--- src/rtl/fetch_sequencer.sv ---
// fetch_sequencer: program counter, Start/Ack run handshake, relative and
// absolute control transfers, saturating cycle/instruction counters.
// Optional hardware return-address stack enabled by defining FETCH_RAS_EN;
// the default build has no stack storage and StackErr tied low.
module fetch_sequencer #(
  parameter int AW        = 10,
  parameter int OFFW      = 6,
  parameter int CW        = 16,
  parameter int RAS_DEPTH = 4
) (
  input  logic            Clk,
  input  logic            ResetN,
  input  logic            Start,
  input  logic [AW-1:0]   StartPC,
  input  logic            Halt,
  input  logic            Stall,
  input  logic            BranchEn,
  input  logic            BranchFlag,
  input  logic [OFFW-1:0] Offset,
  input  logic            Call,
  input  logic            Ret,
  input  logic [AW-1:0]   JumpTarget,
  output logic [AW-1:0]   ProgCtr,
  output logic            Running,
  output logic            Ack,
  output logic            StackErr,
  output logic [CW-1:0]   CycleCt,
  output logic [CW-1:0]   InstrCt
);

  typedef enum logic [1:0] {
    ST_IDLE = 2'd0,
    ST_RUN  = 2'd1,
    ST_DONE = 2'd2
  } state_t;

  state_t          state_q, state_d;
  logic [AW-1:0]   pc_q, pc_d;
  logic            running_q, running_d;
  logic            ack_q, ack_d;
  logic [CW-1:0]   cyc_q, cyc_d;
  logic [CW-1:0]   ins_q, ins_d;

  logic [AW-1:0]   pc_inc_s;
  logic [AW-1:0]   offset_ext_s;
  logic [AW-1:0]   ret_target_s;
  logic            clr_s;
  logic            do_push_s;
  logic            do_pop_s;

  // Counters stop at all-ones instead of wrapping.
  function automatic logic [CW-1:0] sat_inc(input logic [CW-1:0] v);
    return (&v) ? v : v + CW'(1);
  endfunction

  assign pc_inc_s     = pc_q + AW'(1);
  assign offset_ext_s = AW'($signed(Offset));

  // Next-state, next-PC and counter update; Start overrides everything.
  always_comb begin
    state_d   = state_q;
    pc_d      = pc_q;
    cyc_d     = cyc_q;
    ins_d     = ins_q;
    clr_s     = 1'b0;
    do_push_s = 1'b0;
    do_pop_s  = 1'b0;
    if (Start) begin
      state_d = ST_RUN;
      pc_d    = StartPC;
      cyc_d   = {CW{1'b0}};
      ins_d   = {CW{1'b0}};
      clr_s   = 1'b1;
    end else begin
      case (state_q)
        ST_IDLE: begin
          state_d = ST_IDLE;
        end
        ST_RUN: begin
          cyc_d = sat_inc(cyc_q);
          if (Halt) begin
            state_d = ST_DONE;
            ins_d   = sat_inc(ins_q);
          end else if (Stall) begin
            pc_d = pc_q;
          end else begin
            ins_d = sat_inc(ins_q);
            if (Ret) begin
              do_pop_s = 1'b1;
              pc_d     = ret_target_s;
            end else if (Call) begin
              do_push_s = 1'b1;
              pc_d      = JumpTarget;
            end else if (BranchEn && BranchFlag) begin
              pc_d = pc_q + offset_ext_s;
            end else begin
              pc_d = pc_inc_s;
            end
          end
        end
        ST_DONE: begin
          state_d = ST_DONE;
        end
        default: begin
          state_d = ST_IDLE;
        end
      endcase
    end
    running_d = (state_d == ST_RUN);
    ack_d     = (state_d == ST_DONE);
  end

  // Sequencer state, PC, handshake outputs and counters.
  always_ff @(posedge Clk or negedge ResetN) begin
    if (!ResetN) begin
      state_q   <= ST_IDLE;
      pc_q      <= {AW{1'b0}};
      running_q <= 1'b0;
      ack_q     <= 1'b0;
      cyc_q     <= {CW{1'b0}};
      ins_q     <= {CW{1'b0}};
    end else begin
      state_q   <= state_d;
      pc_q      <= pc_d;
      running_q <= running_d;
      ack_q     <= ack_d;
      cyc_q     <= cyc_d;
      ins_q     <= ins_d;
    end
  end

`ifdef FETCH_RAS_EN
  localparam int SPW = $clog2(RAS_DEPTH);

  // Circular return stack: wr_ptr is the next slot, cnt the valid depth.
  logic [AW-1:0]  ras_q [RAS_DEPTH];
  logic [AW-1:0]  ras_d [RAS_DEPTH];
  logic [SPW-1:0] wr_ptr_q, wr_ptr_d;
  logic [SPW:0]   cnt_q, cnt_d;
  logic           err_q, err_d;

  // An empty pop returns address 0.
  assign ret_target_s = (cnt_q == (SPW+1)'(0)) ? {AW{1'b0}} : ras_q[wr_ptr_q - SPW'(1)];

  // Push/pop bookkeeping; a full push overwrites the oldest entry.
  always_comb begin
    ras_d    = ras_q;
    wr_ptr_d = wr_ptr_q;
    cnt_d    = cnt_q;
    err_d    = err_q;
    if (clr_s) begin
      wr_ptr_d = {SPW{1'b0}};
      cnt_d    = {(SPW+1){1'b0}};
      err_d    = 1'b0;
    end else if (do_pop_s) begin
      if (cnt_q == (SPW+1)'(0)) begin
        err_d = 1'b1;
      end else begin
        wr_ptr_d = wr_ptr_q - SPW'(1);
        cnt_d    = cnt_q - (SPW+1)'(1);
      end
    end else if (do_push_s) begin
      ras_d[wr_ptr_q] = pc_inc_s;
      wr_ptr_d        = wr_ptr_q + SPW'(1);
      if (cnt_q == (SPW+1)'(RAS_DEPTH)) begin
        err_d = 1'b1;
      end else begin
        cnt_d = cnt_q + (SPW+1)'(1);
      end
    end else begin
      err_d = err_q;
    end
  end

  // Return-stack storage, pointer and sticky error flag.
  always_ff @(posedge Clk or negedge ResetN) begin
    if (!ResetN) begin
      for (int i = 0; i < RAS_DEPTH; i++) begin
        ras_q[i] <= {AW{1'b0}};
      end
      wr_ptr_q <= {SPW{1'b0}};
      cnt_q    <= {(SPW+1){1'b0}};
      err_q    <= 1'b0;
    end else begin
      ras_q    <= ras_d;
      wr_ptr_q <= wr_ptr_d;
      cnt_q    <= cnt_d;
      err_q    <= err_d;
    end
  end

  assign StackErr = err_q;
`else
  // Without a stack, Ret falls through to the next instruction.
  logic unused_s;
  assign ret_target_s = pc_inc_s;
  assign unused_s     = ^{clr_s, do_push_s, do_pop_s, RAS_DEPTH[0]};
  assign StackErr     = 1'b0;
`endif

  assign ProgCtr = pc_q;
  assign Running = running_q;
  assign Ack     = ack_q;
  assign CycleCt = cyc_q;
  assign InstrCt = ins_q;

endmodule
--- config.mk ---
export PLATFORM = sky130hd
export DESIGN_NAME = fetch_sequencer
export DESIGN_NICKNAME = d
export VERILOG_FILES = /design/src/rtl/fetch_sequencer.sv
export SDC_FILE = /design/constraint.sdc
export NUM_CORES = 1
export LEC_CHECK = 0
export CORE_AREA = 2 2 116 85
export DETAILED_ROUTE_END_ITERATION = 8
export DIE_AREA = 0 0 118 87
export PLACE_DENSITY = 0.62
export SLEW_MARGIN = 20
export SYNTH_ARGS = -nofsm -noshare
export SYNTH_HDL_FRONTEND = slang
export SYNTH_SLANG_ARGS = --single-unit
--- constraint.sdc ---
create_clock -name Clk -period 2.92 [get_ports Clk]
set_clock_uncertainty 0.2 [all_clocks]
set_input_delay 0.292 -clock Clk [delete_from_list [all_inputs] [get_ports Clk]]
set_output_delay 0.292 -clock Clk [all_outputs]
set_load 0.01 [all_outputs]
==> impl_metrics.csv <==
group,metric,value,unit
finish,layout_common_cells,"clkdlybuf4s50_1 (76), dfrtp_1 (46), nor2_1 (44)",
finish,drive_above_1_share,0.0713,
clock_network,clockBufferDepth,2,
timing,fin_ws,402,ps
die,die_h,87,microns
clock_network,h-tree-depth,2,
die,initial_utilization,0.366,
timing,min_period_over_period,0.862,
run,cap_violations,0,
yosys,syn_area_per_cell,8.49,sq um
die,io_pins,80,
die,fp.dieW,118,microns
clock_network,clk_pin_slew,60,ps
place,dp_hpwl,7500,microns
critical_path,slowest_delay,430,ps
global_route,grt_overflow,0,
yosys,synth_seq_cells,46,
outcome,status,"finished, final reports clean",
routing,first_iter_violations,304,
yosys,synth_area,0.00340,sq mm
critical_path,r2r-start,"ProgCtr[1]$_DFFE_PN0P_",
critical_path,critical_path_class,"in -> reg",
power_and_ir_drop,power,1.80,mW
min_path,min-delay-start,"Start",
power_and_ir_drop,p_leak,1.82,nW
critical_path,rrSetupSlack,420,ps
finish,ff_latch_area,0.00115,sq mm
clock_network,cts-root-buf,"clkbuf_16",
timing,maxSlewViolCount,0,
critical_path,worstPathRequired,2920,ps
finish,fillers,922,
critical_path,path_max_fanout,3,
routing,ant_nets,0,
min_path,worstHoldPathCells,2,
timing,setup_tns,0,ps
routing,wire_per_inst,16.1,microns
critical_path,startpoint_type,"input port",
clock_network,cts_buffers,5,
yosys,synth_edf_count,0,
timing,setup_viol,0,
timing,relSlewSlack,0.521,
routing,wirelength,9940,microns
clock_network,post_cts_resized,0,
routing,route.met3.wl,544,microns
global_route,track_usage,0.197,
finish,multi_input_area,0.00211,sq mm
critical_path,critPathBufInv,1,
clock_network,cts.sink_count,46,
timing,worstMarginPinSlew,713,ps
yosys,synthCells,400,
yosys,syn_nets,450,
place,place_congestion,0.867,
clock_network,cts_tree,"yes",
clock_network,worst_skew_pair.late_latency,290,ps
finish,antennaDiodeCount,0,
yosys,ys_warn_count,0,
routing,drc,0,
power_and_ir_drop,powerDensity,395,mW/mm^2
clock_network,cts_setup_buffers,0,
min_path,holdPathEnd,"CycleCt[13]$_DFFE_PN0P_",
die,rows,30,
routing,top_layer_used,"met4",
global_route,grt_first_pass_wirelength,16200,microns
place,dp_slack,89.1,ps
critical_path,reg2regPathDepth,7,
finish,final_common_cell,"clkdlybuf4s50_1",
routing,drt-met1-wl,5260,microns
yosys,yosys.cell_types.count,69,
timing,period_needed,2520,ps
routing,met2_length,4090,microns
critical_path,arrival,2510,ps
critical_path,r2r-end,"ProgCtr[9]$_DFFE_PN0P_",
timing,rsz0062_at_grt,"false",
yosys,synth_ff_type,"dfrtp_1",
die,coreArea,0.00927,sq mm
timing,finalHoldViolCount,0,
routing,firstDrtPassIters,4,
yosys,ys_seq_area_frac,0.339,
global_route,antenna_found_initial,0,
critical_path,endpoint_kind,"flip-flop",
routing,detail_route.vias_per_cell,5.43,
finish,fin_nets,540,
finish,area_growth,34.3,%
global_route,grt_pass1_vias,3116,
die,die-area,0.0103,sq mm
critical_path,slowest_stage,"fa_1",
critical_path,crit_family,"compound AO/OA/AOI/OAI gates",
critical_path,crit_chain,"clkdlybuf4s50_1, ha_1, fa_1, a211o_1, a21oi_1, o22ai_1, mux2i_1, o32ai_1",
timing,fmax,0.397,GHz
global_route,grt_max_degree,47,
min_path,min-delay-path-class,"in -> reg",
power_and_ir_drop,vdd_ir_drop_max,0.218,mV
place,portBuffers,78,
routing,vias,3363,
yosys,synthArstFlopShare,1.00,
==> area by class of cell <==
type                       count  area share
clock buffer                   7      0.0313
tap                          128      0.0351
timing repair buffer          96       0.200
inverter                      20      0.0165
clock inverter                 1     0.00110
multi-input combinational    321       0.464
sequential                    46       0.252
==> power breakdown <==
| part | switching [mW] | total [mW] | internal (mW) |
|---|---|---|---|
| combinational | 0.260 | 0.503 | 0.243 |
| clock | 0.246 | 0.586 | 0.340 |
| sequential | 0.0436 | 0.712 | 0.668 |
| total | 0.550 | 1.80 | 1.25 |
==> synthesized netlist by cell type (5+ instances only) <==
library cell | count | area [sq um]
a211oi_1 | 10 | 75.1
a21o_1 | 7 | 52.6
a21oi_1 | 21 | 105
a31oi_1 | 7 | 43.8
and3_1 | 6 | 37.5
clkbuf_1 | 9 | 33.8
dfrtp_1 | 46 | 1150
ha_1 | 14 | 175
inv_1 | 18 | 67.6
nand2_1 | 31 | 116
nand2b_1 | 6 | 37.5
nand3_1 | 22 | 110
nand4_1 | 8 | 50.1
nor2_1 | 44 | 165
nor2b_1 | 8 | 50.1
nor3_1 | 10 | 50.1
o21a_1 | 6 | 45.0
o21ai_0 | 14 | 70.1
o21ai_1 | 7 | 35.0
o31ai_1 | 5 | 37.5
xnor2_1 | 17 | 149
xor2_1 | 6 | 52.6
==> kinds of logic (layout without fill, tap and decap cells) <==
logic type      Yosys count  after routing  synth area share
other cells               1              1           0.00110
flops                    46             46             0.339
compound gates          112            112             0.226
fa+ha+maj                15             15            0.0575
buf+inv                  33            124            0.0383
simple gates            161            161             0.251
xor+xnor                 23             23            0.0593
mux                       9              9            0.0284
==> per-layer routing <==
layer	vias to the layer above	global-route usage
li1	1659	-
met1	1616	0.303
met2	83	0.285
met3	5	0.0399
met4	0	0.0329
met5	-	0
==> state kept, by name, summed over array words and instances, names as in the netlist <==
name / cells
Running: 1
state_q: 2
Ack: 1
CycleCt: 16
ProgCtr: 10
InstrCt: 16
==> worst register-to-register path, cell delays in order, from the launching register on <==
cell,delay [ps]
dfrtp_1,500
ha_1,350
a211oi_1,70
buf_4,160
or4b_1,570
a211o_1,280
o211ai_1,120
a32o_1,200
==> timing repair <==
item,CTS,global route
setup endpoints to repair,0,0
hold buffers,0,1
endpoints found under the hold margin,0,46
==> per-stage QoR <==
| stage | instances | utilization | hold WS, ps | instance area, sq um |
|---|---|---|---|---|
| 5_1_grt | 619 | 0.492 | 189 | 4560 |
| 2_1_floorplan | 400 | - | -204 | 3400 |
| 4_1_cts | 618 | 0.490 | 41.1 | 4550 |
| 3_3_place_gp | 610 | 0.474 | 340 | 4400 |
| 6_report | 619 | 0.492 | 167 | 4560 |
| 3_5_place_dp | 610 | 0.474 | 352 | 4400 |
==> how the worst max path moves through the flow <==
stage	from	end	cells after the start	slack, ps
after floorplan	ProgCtr[0]$_DFFE_PN0P_	ProgCtr[8]$_DFFE_PN0P_	7	540
after global placement	Offset[0]	ProgCtr[8]$_DFFE_PN0P_	8	100
after detailed placement	Offset[0]	ProgCtr[8]$_DFFE_PN0P_	8	90
after CTS	Offset[0]	ProgCtr[8]$_DFFE_PN0P_	8	390
after global routing	Offset[0]	ProgCtr[8]$_DFFE_PN0P_	8	250
final	Offset[0]	ProgCtr[8]$_DFFE_PN0P_	8	400
No activity file was read; power rests on OpenSTA's default activity.
